File: src/rtl/serdes_defs.sv
// Shared definitions for the serializer slice: FSM encodings, default word
// width and a counter-width helper.
package serdes_defs;

    localparam logic [1:0] S_IDLE  = 2'd0;
    localparam logic [1:0] S_SHIFT = 2'd1;
    localparam logic [1:0] S_DONE  = 2'd2;

    localparam int DEFAULT_WIDTH = 8;

    // Counter width for a count range 0..n-1; never narrower than one bit.
    function automatic int cnt_width(input int n);
        return (n > 1) ? $clog2(n) : 1;
    endfunction

endpackage

File: src/rtl/piso_serializer_8bit_tick.sv
// Bit-period timer: counts DIV clocks while enabled and flags the last clock of
// each serial bit period. A synchronous clear restarts the period.
module bit_tick_gen
    import serdes_defs::*;
#(
    parameter int DIV = 1
) (
    input  logic clk,
    input  logic rst_n,
    input  logic clr,
    input  logic en,
    output logic tick
);

    localparam int DCW = cnt_width(DIV);
    localparam logic [DCW-1:0] DIV_LAST = DCW'(DIV - 1);

    logic [DCW-1:0] div_cnt_r;

    assign tick = en && (div_cnt_r == DIV_LAST);

    // Period counter: wraps at DIV-1, so with DIV=1 it simply stays at zero.
    always_ff @(posedge clk or negedge rst_n) begin
        if (!rst_n) begin
            div_cnt_r <= {DCW{1'b0}};
        end else if (clr) begin
            div_cnt_r <= {DCW{1'b0}};
        end else if (en) begin
            if (div_cnt_r == DIV_LAST) begin
                div_cnt_r <= {DCW{1'b0}};
            end else begin
                div_cnt_r <= div_cnt_r + DCW'(1);
            end
        end else begin
            div_cnt_r <= div_cnt_r;
        end
    end

endmodule

File: src/rtl/piso_serializer_8bit.sv
// Parallel-in/serial-out stage: accepts a word on load&&ready, shifts it out
// one bit per DIV clocks and pulses done for one cycle after the last bit.
module piso_serializer_8bit
    import serdes_defs::*;
#(
    parameter int WIDTH     = DEFAULT_WIDTH,
    parameter int DIV       = 1,
    parameter bit MSB_FIRST = 1'b1
) (
    input  logic             CLK,
    input  logic             RST,
    input  logic             load,
    input  logic [WIDTH-1:0] data_in,
    output logic             ready,
    output logic             ser_out,
    output logic             ser_en,
    output logic             done
);

    localparam int BCW = $clog2(WIDTH);
    localparam logic [BCW-1:0] LAST_BIT = BCW'(WIDTH - 1);

    logic [1:0]       state_r;
    logic [1:0]       state_nxt_s;
    logic [WIDTH-1:0] shreg_r;
    logic [WIDTH-1:0] shreg_nxt_s;
    logic [BCW-1:0]   bit_cnt_r;
    logic [BCW-1:0]   bit_cnt_nxt_s;
    logic             accept_s;
    logic             tick_s;
    logic             ready_r;
    logic             ser_out_r;
    logic             ser_en_r;
    logic             done_r;

    function automatic logic out_bit(input logic [WIDTH-1:0] w);
        if (MSB_FIRST) begin
            return w[WIDTH-1];
        end else begin
            return w[0];
        end
    endfunction

    // Vacated positions fill with zero in both directions.
    function automatic logic [WIDTH-1:0] shift_word(input logic [WIDTH-1:0] w);
        if (MSB_FIRST) begin
            return {w[WIDTH-2:0], 1'b0};
        end else begin
            return {1'b0, w[WIDTH-1:1]};
        end
    endfunction

    bit_tick_gen #(
        .DIV (DIV)
    ) u_tick (
        .clk   (CLK),
        .rst_n (RST),
        .clr   (accept_s),
        .en    (state_r == S_SHIFT),
        .tick  (tick_s)
    );

    // Next-state logic for the FSM, shift register and bit counter.
    always_comb begin
        state_nxt_s   = state_r;
        shreg_nxt_s   = shreg_r;
        bit_cnt_nxt_s = bit_cnt_r;
        accept_s      = 1'b0;
        case (state_r)
            S_IDLE, S_DONE: begin
                if (load) begin
                    accept_s      = 1'b1;
                    shreg_nxt_s   = data_in;
                    bit_cnt_nxt_s = {BCW{1'b0}};
                    state_nxt_s   = S_SHIFT;
                end else begin
                    state_nxt_s = S_IDLE;
                end
            end
            S_SHIFT: begin
                if (tick_s) begin
                    shreg_nxt_s = shift_word(shreg_r);
                    if (bit_cnt_r == LAST_BIT) begin
                        bit_cnt_nxt_s = {BCW{1'b0}};
                        state_nxt_s   = S_DONE;
                    end else begin
                        bit_cnt_nxt_s = bit_cnt_r + BCW'(1);
                    end
                end else begin
                    state_nxt_s = S_SHIFT;
                end
            end
            default: begin
                state_nxt_s = S_IDLE;
            end
        endcase
    end

    // State registers; outputs are decoded from the next state so they are registered.
    always_ff @(posedge CLK or negedge RST) begin
        if (!RST) begin
            state_r   <= S_IDLE;
            shreg_r   <= {WIDTH{1'b0}};
            bit_cnt_r <= {BCW{1'b0}};
            ready_r   <= 1'b1;
            ser_out_r <= 1'b0;
            ser_en_r  <= 1'b0;
            done_r    <= 1'b0;
        end else begin
            state_r   <= state_nxt_s;
            shreg_r   <= shreg_nxt_s;
            bit_cnt_r <= bit_cnt_nxt_s;
            ready_r   <= (state_nxt_s != S_SHIFT);
            ser_en_r  <= (state_nxt_s == S_SHIFT);
            ser_out_r <= (state_nxt_s == S_SHIFT) ? out_bit(shreg_nxt_s) : 1'b0;
            done_r    <= (state_nxt_s == S_DONE);
        end
    end

    assign ready   = ready_r;
    assign ser_out = ser_out_r;
    assign ser_en  = ser_en_r;
    assign done    = done_r;

endmodule

File: config.mk
export PLATFORM = sky130hd
export DESIGN_NAME = piso_serializer_8bit
export DESIGN_NICKNAME = d
export VERILOG_FILES = /design/src/rtl/serdes_defs.sv /design/src/rtl/piso_serializer_8bit_tick.sv /design/src/rtl/piso_serializer_8bit.sv
export SDC_FILE = /design/constraint.sdc
export NUM_CORES = 1
export LEC_CHECK = 0
export BUFFER_PORTS_ARGS = -buffer_cell sky130_fd_sc_hd__buf_4
export CORE_MARGIN = 8
export CORE_UTILIZATION = 55
export CTS_CLUSTER_DIAMETER = 120
export DETAILED_ROUTE_END_ITERATION = 7
export GPL_TIMING_DRIVEN = 0
export PLACE_DENSITY = 0.83
export SYNTH_ARGS = -nofsm -noshare
export SYNTH_HDL_FRONTEND = slang
export SYNTH_HIERARCHICAL = 1
export SYNTH_SLANG_ARGS = --single-unit
File: constraint.sdc
create_clock -name CLK -period 4.4 [get_ports CLK]
set_clock_uncertainty 0.05 [all_clocks]
set_input_delay 1.1 -clock CLK [delete_from_list [all_inputs] [get_ports CLK]]
set_output_delay 1.1 -clock CLK [all_outputs]
set_load 0.1 [all_outputs]
==> results.py <==
metrics = {
    "status": {
        "status": "finished, final reports clean",
    },
    "die": {
        "coreArea_sq_mm": 0.00130,
        "floorplan.initialDensity_pct": 58.7,
        "die_area_sq_mm": 0.00284,
        "fp-row-count": 13,
        "num_io_pins": 15,
        "die_w_um": 53.3,
        "die_h_um": 53.3,
    },
    "grt": {
        "grt_pass1_wl_um": 2610,
        "grt.overflow.total": 0,
        "grt_usage_pct": 12.1,
        "grt_max_degree": 18,
        "antenna_found_initial": 0,
        "grt_pass1_vias": 629,
    },
    "synthesis": {
        "synthTopCellsByArea": "dfrtp_1, a22oi_2, nand3_1",
        "synth_top_area_share_pct": 52.5,
        "synthCells": 67,
        "yosysTopAreaCell": "dfrtp_1",
        "synth_area_sq_um": 763,
        "synth_cell_types": 20,
        "ys_seq_elements": 17,
        "avgSynthCellArea_sq_um": 11.4,
        "ys_seq_area_share_pct": 55.9,
        "synth-warning-count": 6,
        "synth_nets": 80,
    },
    "min_path": {
        "hold_start": "bit_cnt_r[0]",
        "hold_class": "reg -> reg",
    },
    "timing": {
        "rsz0062_at_grt": "no",
        "worst_slew_pin_slew_ns": 0.280,
        "holdWs_ns": 0.457,
        "tns_ns": 0,
        "max_freq_mhz": 446,
        "min_period_ns": 2.24,
        "slew_headroom_pct": 81.5,
        "fin_crit_sh_pct": 50.9,
        "slew_violations": 0,
        "setup_viol": 0,
        "hold_viol": 0,
    },
    "power": {
        "powerDensity_mw_per_mm2": 755,
        "vdd_drop_max_mv": 0.390,
        "p_comb_share_pct": 50.9,
        "p_int_uw": 381,
        "pwr-share-clk_pct": 11.9,
        "p_switching_uw": 308,
        "p_seq_share_pct": 37.2,
        "p_leak_uw": 0.000462,
        "netSwitchingFraction_pct": 44.7,
    },
    "worst_setup_path": {
        "crit_type": "reg -> out",
        "critPathBufInv": 1,
        "r2r_start": "state_r[0]",
        "critPathLaunch": "ready",
        "worst_setup_path_start_kind": "flip-flop",
        "critPathTopFamily": "flip-flops",
        "end_kind": "primary output",
        "slowest_stage": "dfstp_2",
        "max_stage_delay_ns": 0.53,
        "critPathRequiredTime_ns": 3.25,
        "cp_cell_sequence": "buf_4",
        "crit_fanout": 1,
        "cp.arrival_ns": 1.09,
    },
    "drt": {
        "drt_iter0_drc": 6,
        "wirelength_um": 1460,
        "wl_per_cell_um": 14.6,
        "first_pass_iters": 2,
        "antenna_left": 0,
        "viasPerCell": 5.38,
        "drc_errors": 0,
        "vias": 538,
    },
    "placed_design": {
        "io_buffers": 14,
        "place_inst": 96,
        "dp_hpwl_um": 1090,
        "gp_congestion": 0.755,
        "placed_area_sq_um": 887,
    },
    "finish": {
        "diodes": 0,
        "drive_gt1_share_pct": 40.0,
        "layout.nets": 99,
        "postLayoutCoreUtil_pct": 70.2,
        "syn2layout_area_growth_pct": 19.7,
        "final_area_sq_um": 913,
        "instances_no_fill": 100,
        "fillers": 107,
    },
    "cts": {
        "root_buffer": "clkbuf_4",
        "cts_inserted_buffers": 3,
        "clkSinkCount": 17,
        "cts_resized": 0,
        "cts_setup_buffers": 0,
        "ctsHoldBuffers": 0,
        "path_clk_slew_ns": 0.10,
        "cts_max_level": 1,
        "cts_tree": "done",
        "cts_buffer_depth": 2,
        "clock_latency_ns": 0.28,
    },
    "run": {
        "cap_violations": 0,
    },
}
-- synth_stat cells, drive strengths merged --
library cell   n
dfrtp         16
and2           2
and3b          1
nand3         11
dfstp          1
and2b          1
a22oi          7
a21oi          2
o31ai          1
ha             2
inv            3
buf            4
nand2b         1
nand3b         2
nand2         13
-- layout make-up --
class                      instances  area (sq um)  share of cell area, %
buffer                             4          28.8                   3.15
tap                               15          18.8                   2.05
multi-input combinational         43           294                   32.2
inverter                           3          13.8                   1.51
clock buffer                       4          26.3                   2.88
sequential                        17           427                   46.7
timing repair buffer              14           105                   11.5
-- registers in the layout, summed over array words and instances, names as in the netlist --
register   count
done           1
bit_cnt_r      3
ser_out        1
shreg_r        8
state_r        2
ser_en         1
ready          1
-- stage by stage --
step                worst slack, ns  power [uW]
floorplan                      2.37         532
global placement               2.48         595
finish                         2.16         689
global route                   2.11         744
detailed placement             2.47         614
CTS                            2.14         696
-- placed cells by master (no fill, tap or decap) --
master / Yosys / routed
dfrtp_1: 16 / 16
buf_4: 1 / 15
nand2_1: 13 / 13
nand3_1: 11 / 11
a22oi_2: 6 / 6
clkbuf_4: 0 / 3
and2_2: 2 / 2
nand3b_1: 2 / 2
inv_1: 2 / 2
buf_2: 2 / 2
ha_1: 2 / 2
and2b_2: 1 / 1
and3b_1: 1 / 1
buf_6: 1 / 1
nand2b_4: 1 / 1
inv_4: 1 / 1
a22oi_1: 1 / 1
a21oi_2: 1 / 1
a21oi_1: 1 / 1
o31ai_1: 1 / 1
clkbuf_1: 0 / 1
dfstp_2: 1 / 1
-- path summary, 6_finish.rpt --
path                                endpoint  slack (ns)  cells after the start
worst max-delay path                   ready        2.16                      1
worst max register to register    shreg_r[6]        2.88                      6
max in group asynchronous              ready        3.45                      1
worst min register to register  bit_cnt_r[0]        0.46                      1
worst min-delay path            bit_cnt_r[0]        0.46                      1
min in group asynchronous            ser_out        0.60                      1
-- power by group through the flow --
stage / clock network (uW) / registers (uW) / logic [uW]
3_3_place_gp: 0 / 256 / 338
2_1_floorplan: 0 / 339 / 193
6_report: 82.0 / 256 / 351
3_5_place_dp: 0 / 260 / 354
4_1_cts: 84.0 / 257 / 355
5_1_grt: 91.9 / 265 / 387
-- cell families (layout without fill, tap and decap cells) --
logic type,Yosys count,count (layout),share of synthesized area (%)
buffers and inverters,7,25,5.57
and+or+nand+nor,31,31,21.6
AOI/OAI and AO/OA,10,10,13.6
adders and majority gates,2,2,3.28
DFF,17,17,55.9
-- per-layer routing --
metal	up-vias	share of wire [%]	GRT usage [%]
li1	264	-	-
met1	258	46	14.3
met2	16	48	19.9
met3	0	6.4	4.48
met4	0	0	3.78
met5	-	0	0
No activity file was read; power rests on OpenSTA's default activity.
